<file path="src/rtl/lockable_reg_bank.sv">
// -----------------------------------------------------------------------------
// lockable_reg_bank
//
// A small bank of DEPTH registers, WIDTH bits each, with one sticky lock bit
// per register. A register accepts writes until its lock bit is set. After
// that, only a synchronous reset returns the register to an unlocked state.
//
// Writes that cannot land are rejected and recorded as violations. A write is
// rejected when:
//   - the target register is locked,
//   - the target is being locked in the same cycle, or
//   - the address is outside the bank.
// Each violation produces a one-cycle pulse and updates a sticky flag, the
// offending address and a saturating 8-bit count.
//
// Reads are registered. rd_data shows the selected register one cycle after
// rd_addr is presented. If a write to that register is accepted at the same
// edge, rd_data shows the newly written value.
// -----------------------------------------------------------------------------
module lockable_reg_bank #(
  parameter int               WIDTH     = 8,
  parameter int               DEPTH     = 4,
  parameter logic [WIDTH-1:0] RESET_VAL = '0,
  localparam int              AW        = (DEPTH <= 2) ? 1 : $clog2(DEPTH)
) (
  input  logic             clk,
  input  logic             rst_n,
  input  logic             wr_en,
  input  logic [AW-1:0]    wr_addr,
  input  logic [WIDTH-1:0] wr_data,
  input  logic [DEPTH-1:0] lock_req,
  input  logic             lock_all,
  input  logic [AW-1:0]    rd_addr,
  output logic [WIDTH-1:0] rd_data,
  output logic [DEPTH-1:0] lock_status,
  output logic             viol,
  output logic             viol_sticky,
  output logic [AW-1:0]    viol_addr,
  output logic [7:0]       viol_count
);

  // ---------------------------------------------------------------------------
  // State
  // ---------------------------------------------------------------------------
  logic [WIDTH-1:0] r_mem [DEPTH];
  logic [DEPTH-1:0] r_lock;
  logic [WIDTH-1:0] r_rd_data;
  logic             r_viol;
  logic             r_viol_sticky;
  logic [AW-1:0]    r_viol_addr;
  logic [7:0]       r_viol_count;

  // ---------------------------------------------------------------------------
  // Combinational decode
  // ---------------------------------------------------------------------------
  logic             w_wr_in_range;  // wr_addr names a real register
  logic             w_wr_blocked;   // target locked now or being locked this edge
  logic             w_accept;       // write lands this edge
  logic             w_reject;       // write requested but refused
  logic [WIDTH-1:0] w_rd_word;      // current contents at rd_addr (0 if out of range)
  logic [WIDTH-1:0] w_rd_next;      // value rd_data takes at the next edge
  logic [DEPTH-1:0] w_lock_next;    // lock bits after this edge

  // Address decode for both ports. Comparing against each index avoids
  // out-of-range vector indexing when DEPTH is not a power of two.
  always_comb begin
    // NOTE: every output of this block is given a default first, so no path
    // leaves a signal unassigned and no latch is inferred.
    w_wr_in_range = 1'b0;
    w_wr_blocked  = lock_all;
    w_rd_word     = '0;
    for (int i = 0; i < DEPTH; i++) begin
      if (wr_addr == AW'(i)) begin
        w_wr_in_range = 1'b1;
        w_wr_blocked  = w_wr_blocked | r_lock[i] | lock_req[i];
      end
      if (rd_addr == AW'(i)) begin
        w_rd_word = r_mem[i];
      end
    end
  end

  // Write acceptance. A lock request in the same cycle wins over the write.
  assign w_accept = wr_en & w_wr_in_range & ~w_wr_blocked;
  assign w_reject = wr_en & ~w_accept;

  // Read data as it will look after this edge. An accepted write to the
  // register being read is forwarded into rd_data.
  assign w_rd_next = (w_accept && (rd_addr == wr_addr)) ? wr_data : w_rd_word;

  // Lock bits only accumulate. Nothing but reset clears them.
  assign w_lock_next = r_lock | lock_req | {DEPTH{lock_all}};

  // ---------------------------------------------------------------------------
  // Sequential logic
  // ---------------------------------------------------------------------------

  // Register storage: reset to RESET_VAL, otherwise take accepted writes.
  always_ff @(posedge clk) begin
    if (!rst_n) begin
      // NOTE: the storage is reset explicitly because every register must
      // read back RESET_VAL after reset. This keeps it in flops rather than
      // letting it map onto a RAM macro.
      for (int i = 0; i < DEPTH; i++) begin
        r_mem[i] <= RESET_VAL;
      end
    end else begin
      for (int i = 0; i < DEPTH; i++) begin
        if (w_accept && (wr_addr == AW'(i))) begin
          // NOTE: state is updated with non-blocking assignments so every
          // flop samples pre-edge values, independent of statement order.
          r_mem[i] <= wr_data;
        end
      end
    end
  end

  // Sticky lock bits, cleared only by reset.
  always_ff @(posedge clk) begin
    if (!rst_n) begin
      r_lock <= '0;
    end else begin
      r_lock <= w_lock_next;
    end
  end

  // Registered read port with one cycle of latency.
  always_ff @(posedge clk) begin
    if (!rst_n) begin
      r_rd_data <= '0;
    end else begin
      r_rd_data <= w_rd_next;
    end
  end

  // Violation tracking: one-cycle pulse, sticky flag, last address and a
  // saturating count.
  always_ff @(posedge clk) begin
    if (!rst_n) begin
      r_viol        <= 1'b0;
      r_viol_sticky <= 1'b0;
      r_viol_addr   <= '0;
      r_viol_count  <= '0;
    end else begin
      r_viol <= w_reject;
      if (w_reject) begin
        r_viol_sticky <= 1'b1;
        r_viol_addr   <= wr_addr;
        if (r_viol_count != 8'hFF) begin
          r_viol_count <= r_viol_count + 8'd1;
        end
      end
    end
  end

  // ---------------------------------------------------------------------------
  // Outputs
  // ---------------------------------------------------------------------------
  assign rd_data     = r_rd_data;
  assign lock_status = r_lock;
  assign viol        = r_viol;
  assign viol_sticky = r_viol_sticky;
  assign viol_addr   = r_viol_addr;
  assign viol_count  = r_viol_count;

endmodule

</file>
<file path="config.mk">
export PLATFORM = sky130hd
export DESIGN_NAME = lockable_reg_bank
export DESIGN_NICKNAME = d
export VERILOG_FILES = /design/src/rtl/lockable_reg_bank.sv
export SDC_FILE = /design/constraint.sdc
export NUM_CORES = 1
export LEC_CHECK = 0
export ABC_AREA = 0
export CORE_MARGIN = 8
export CORE_UTILIZATION = 61
export DETAILED_ROUTE_END_ITERATION = 6
export DONT_BUFFER_PORTS = 1
export GPL_TIMING_DRIVEN = 0
export HOLD_SLACK_MARGIN = 0.1
export PLACE_DENSITY = 0.77
export SKIP_LAST_GASP = 1
export SLEW_MARGIN = 0
export SYNTH_ARGS = -nofsm -noshare
export SYNTH_HDL_FRONTEND = slang
export SYNTH_SLANG_ARGS = --single-unit
</file>
<file path="constraint.sdc">
create_clock -name clk -period 2.55 [get_ports clk]
set_input_delay 0.3825 -clock clk [delete_from_list [all_inputs] [get_ports clk]]
set_output_delay 0.3825 -clock clk [all_outputs]
set_load 0.05 [all_outputs]
</file>
-- Yosys cells after proc, flatten, opt, wreduce, memory -nomap -nowiden
Memory sizes are Yosys's and may differ from the RTL's.
Index checks and enable logic that the tools add are counted.
- bits in registers: 24
- latch bits: 0
- RAM bits: 32
- bits in read-only memories: 0
- output and inout bits: 24
- logic and storage cells: 73
- memories kept: 1
- memories (memory ; depth ; bits a word ; rd ports ; clocked after memory_dff ; wr ports ; line ; RTL):
    r_mem ; 4 ; 8 ; 4 ; 0 ; 4 ; 45 ; logic [WIDTH-1:0] r_mem [DEPTH];
- add/sub/neg operators: 1
- multiply operators: 0
- divide/modulo/power cells: 0
- order comparisons: 0
- equality and inequality tests: 8
- shift operators: 0
- mux-type cells: 30
- bitwise operators: 19
- reduce and logical (&&, ||, !) cells: 8
- operator list (cell ; count):
    $mux W8 ; 9
    $mux W1 ; 21
    $or A1 B1 Y1 ; 12
    $add A8 B1 Y8 const B ; 1
    $eq A2 B2 Y1 const B ; 4
    $ne A8 B8 Y1 const B ; 1
    $or A4 B4 Y4 ; 2
    $logic_and A1 B1 Y1 ; 5
    $eq A2 B1 Y1 const B ; 2
    $logic_not A2 Y1 ; 2
    $and A1 B1 Y1 ; 3
    $eq A2 B2 Y1 ; 1
    $not A1 Y1 ; 2
    $reduce_and A2 Y1 ; 1

-- Logic depth before layout (Yosys ltp)
- depth in word-level cells: 19
- gate-level depth with buffers: 7
- mapped depth without buffers: 6

-- Least setup slack after synthesis
OpenSTA, ideal clock, no wires.
- kind: reg-to-reg
- start point: reg r_lock[0], in the netlist lock_status[0]
- end point: mem r_mem[2][0], enable pin
- library setup time: 0.387 ns
- arrival time: 1.783 ns
- setup slack: 0.380 ns
- cell stages (with the launch flop): 4
- buffers on the path: 0
- clock period less this slack: 2.170 ns
- path through: dfxtp_1 -> nor3_1 -> o311ai_4 -> o31ai_1
- RTL lines (what ; line ; RTL):
    start, declared ; 46 ; logic [DEPTH-1:0] r_lock;
    start signal, assigned ; 123 ; r_lock <= w_lock_next;
    end, declared ; 45 ;

==> out/results.tsv <==
stage	metric	value	unit
cts	Max clock buf depth	2	
cts	H-tree Lvls	2	
critical_path	worst path required time	2.57	ns
critical_path	Worst Path Class, Setup	flop to flop	
detailed_routing	WL met1	2070	µm
cts	Worst-path clk slew	0.09	ns
logic_synthesis	Main synth FF type	edfxtp_1	
placed_design	Place WS	-0.142	ns
timing	minimum clock period	2.41	ns
timing	Final Worst Setup Slack	0.144	ns
global_route	largest net degree at the start of global routing	16	
critical_path	worst-path fanout max	7	
cts	Setup Fix Bufs, Post-CTS	0	
timing	RSZ-0062 raised after global routing	false	
detailed_routing	initial DRC count	190	
min_path	Tightest Hold Check Type	input port to flop	
cells_and_area	layout cell share with drive strength beyond 1	11.9	%
global_route	vias in the first global route	1643	
placed_design	Routability Congestion	0.743	
floorplanning	Starting Density	62.8	%
global_route	initial antenna violation count	0	
critical_path	CP arrival	2.42	ns
pwr	switching share of power	26.1	%
cts	root buffer cell	clkbuf_8	
min_path	HP Start	lock_req[2]	
timing	Post-Route Setup TNS	0	ns
pwr	Leak	0.000912	µW
detailed_routing	final WL	5280	µm
floorplanning	floorplan row count	23	
detailed_routing	DRC Markers	0	
pwr	peak supply drop	0.296	mV
timing	# setup viols final	0	
cts	CTS tree	done	
detailed_routing	vias per std cell	6.17	
floorplanning	total die area	6350	µm²
critical_path	Max stage delay on crit path	0.70	ns
global_route	total gr overflow	0	
cts	clock latency on the worst-skew pair	0.30	ns
timing	Least-Margin Pin Slew	0.941	ns
global_route	first-pass GRT wire length	8240	µm
pwr	Sequential Power Share	65.2	%
timing	endpoints failing hold	0	
critical_path	CP max-delay cell	o31ai_1	
logic_synthesis	post-synthesis net count	230	
logic_synthesis	post-synthesis sequential area ratio	58.2	%
timing	Slew Viols, Final	0	
detailed_routing	via count	1653	
cells_and_area	Final nets	238	
logic_synthesis	syn_area_per_cell	11.8	µm²
detailed_routing	Routed WL per cell	19.7	µm
detailed_routing	metal3 WL	443	µm
logic_synthesis	YS warnings	0	
pwr	Clock power frac	27.2	%
pwr	Pint	1240	µW
logic_synthesis	number of synthesized flops with an enable pin	32	
pwr	Sw Pwr	437	µW
critical_path	Worst Setup SP	lock_status[0]	
logic_synthesis	Yosys reg bits	56	
status	status	complete, no violations	
timing	fin crit share	94.4	%
timing	Worst Skew	0.00757	ns
floorplanning	Ports	44	
pwr	total power	1670	µW
logic_synthesis	Async SR Flop Fraction	0	%
critical_path	CP Launch Type	flop	
timing	maximum operating frequency	416	MHz
placed_design	port buffer count	0	
floorplanning	Die Ht	79.7	µm
detailed_routing	met2 routed WL	2690	µm
logic_synthesis	Synth Instances	209	
logic_synthesis	post-synth cell types	33	
floorplanning	core area	3940	µm²
logic_synthesis	Post-Syn Area	2470	µm²
critical_path	Worst Setup End Kind	flop	
pwr	Comb pwr share	7.7	%
detailed_routing	antenna viol nets, final	0	
critical_path	worst r2r src	lock_status[0]	
floorplanning	die width	79.7	µm
placed_design	HPWL after DPL	3720	µm
pwr	power per cell area	635	nW/µm²
cts	Num CTS Buffers	5	
critical_path	CP Cell Sequence	nor3_1 > o311ai_4 > o31ai_1 > buf_4	
timing	relative slew slack	36.9	%
cells_and_area	Diodes inserted	0	
detailed_routing	max layer used	met4	
detailed_routing	DR pass1 iterations	4	
cts	CTS Sinks	56	
global_route	Overall Global Routing Usage	17.1	%
cells_and_area	area delta synth->final	6.52	%
job	Max Cap Viol	0	
critical_path	register-to-register path setup slack	0.14	ns
[cells in the final DEF, fill, tap and decap left out, types with 5 or more instances in the layout]
cell type,Yosys,final
and2_1,32,32
edfxtp_1,32,32
dfxtp_1,24,24
nand2_1,19,19
o21ai_0,15,13
nand3_1,12,12
nor2_1,10,10
clkbuf_1,6,8
mux4_2,8,8
nor3_1,5,5
a21oi_1,5,5
clkbuf_8,0,5
[path summary, 6_finish.rpt]
kind	to	cells past startpoint
max reg2reg	r_mem[2][2]	4
min	lock_status[2]	2
max	r_mem[2][2]	4
min reg2reg	viol_sticky	2
[state kept, by name, indices dropped and copies added, names as in the netlist]
register     cells
viol_addr        2
lock_status      4
viol_count       8
rd_data          8
r_mem           32
viol_sticky      1
viol             1
[cell usage after synthesis, types with 4 or more instances]
library cell | n | area [µm²]
nand2_1 | 19 | 71.3
o21ai_0 | 15 | 75.1
mux4_2 | 8 | 180
or4_1 | 4 | 30.0
nand3_1 | 12 | 60.1
edfxtp_1 | 32 | 961
dfxtp_1 | 24 | 480
nor2_1 | 10 | 37.5
nor3_1 | 5 | 25.0
inv_1 | 4 | 15.0
o31ai_1 | 5 | 37.5
clkbuf_1 | 6 | 22.5
a21oi_1 | 5 | 25.0
and2_1 | 32 | 200
[metal layers]
layer | up-vias | track usage [%]
met5 | - | 0
met3 | 7 | 5.29
li1 | 771 | -
met2 | 73 | 28.8
met1 | 802 | 20.3
met4 | 0 | 5.19
[metrics by stage]
| step | hold WS, ns | cells | utilization, % | cell area [µm²] |
|---|---|---|---|---|
| after floorplan | 0.502 | 209 | - | 2470 |
| after global placement | 0.511 | 259 | 64.4 | 2540 |
| after detailed placement | 0.512 | 260 | 64.6 | 2540 |
| after CTS | 0.197 | 268 | 66.7 | 2630 |
| after global routing | 0.206 | 268 | 66.9 | 2640 |
| final | 0.200 | 268 | 66.9 | 2640 |
[layout make-up]
cell class	count	area (µm²)
flip-flops and latches	56	1440
fillers	286	1310
multi-input cells	139	985
clock buffers	7	76.3
well taps	50	62.6
plain buffers	10	45.0
inverters	4	15.0
repair buffers	1	7.51
clock inverters	1	3.75
[critical path, delay by kind of cell, from the launching register on]
kind / cells / cell delay [ns]
compound gates: 2 / 0.93
buf+inv: 1 / 0.28
flops: 1 / 0.49
simple gates: 1 / 0.43
[cell families (layout without fill, tap and decap cells)]
group | Yosys count | in the layout | synth area share (%)
AND/OR/NAND/NOR | 94 | 94 | 21.4
buffers and inverters | 14 | 23 | 2.43
adder cells (fa/ha/maj) | 1 | 1 | 0.505
multiplexers | 11 | 11 | 8.49
flip-flops | 56 | 56 | 58.2
XOR/XNOR | 2 | 2 | 0.708
AO/OA/AOI/OAI | 31 | 31 | 8.24
[power groups by stage]
stage,Sequential [µW],Clock (µW),Combinational [µW]
after floorplan,1100,0,97.4
after global placement,1110,0,120
after detailed placement,1110,0,125
after CTS,1090,457,127
after global routing,1100,495,141
final,1090,455,128
[repair_timing]
| action | in CTS | in global routing |
|---|---|---|
| setup endpoints to repair | 24 | 8 |
| resized for setup | 3 | 1 |
| hold buffers | 0 | 0 |
No activity file was read; power rests on OpenSTA's default activity.
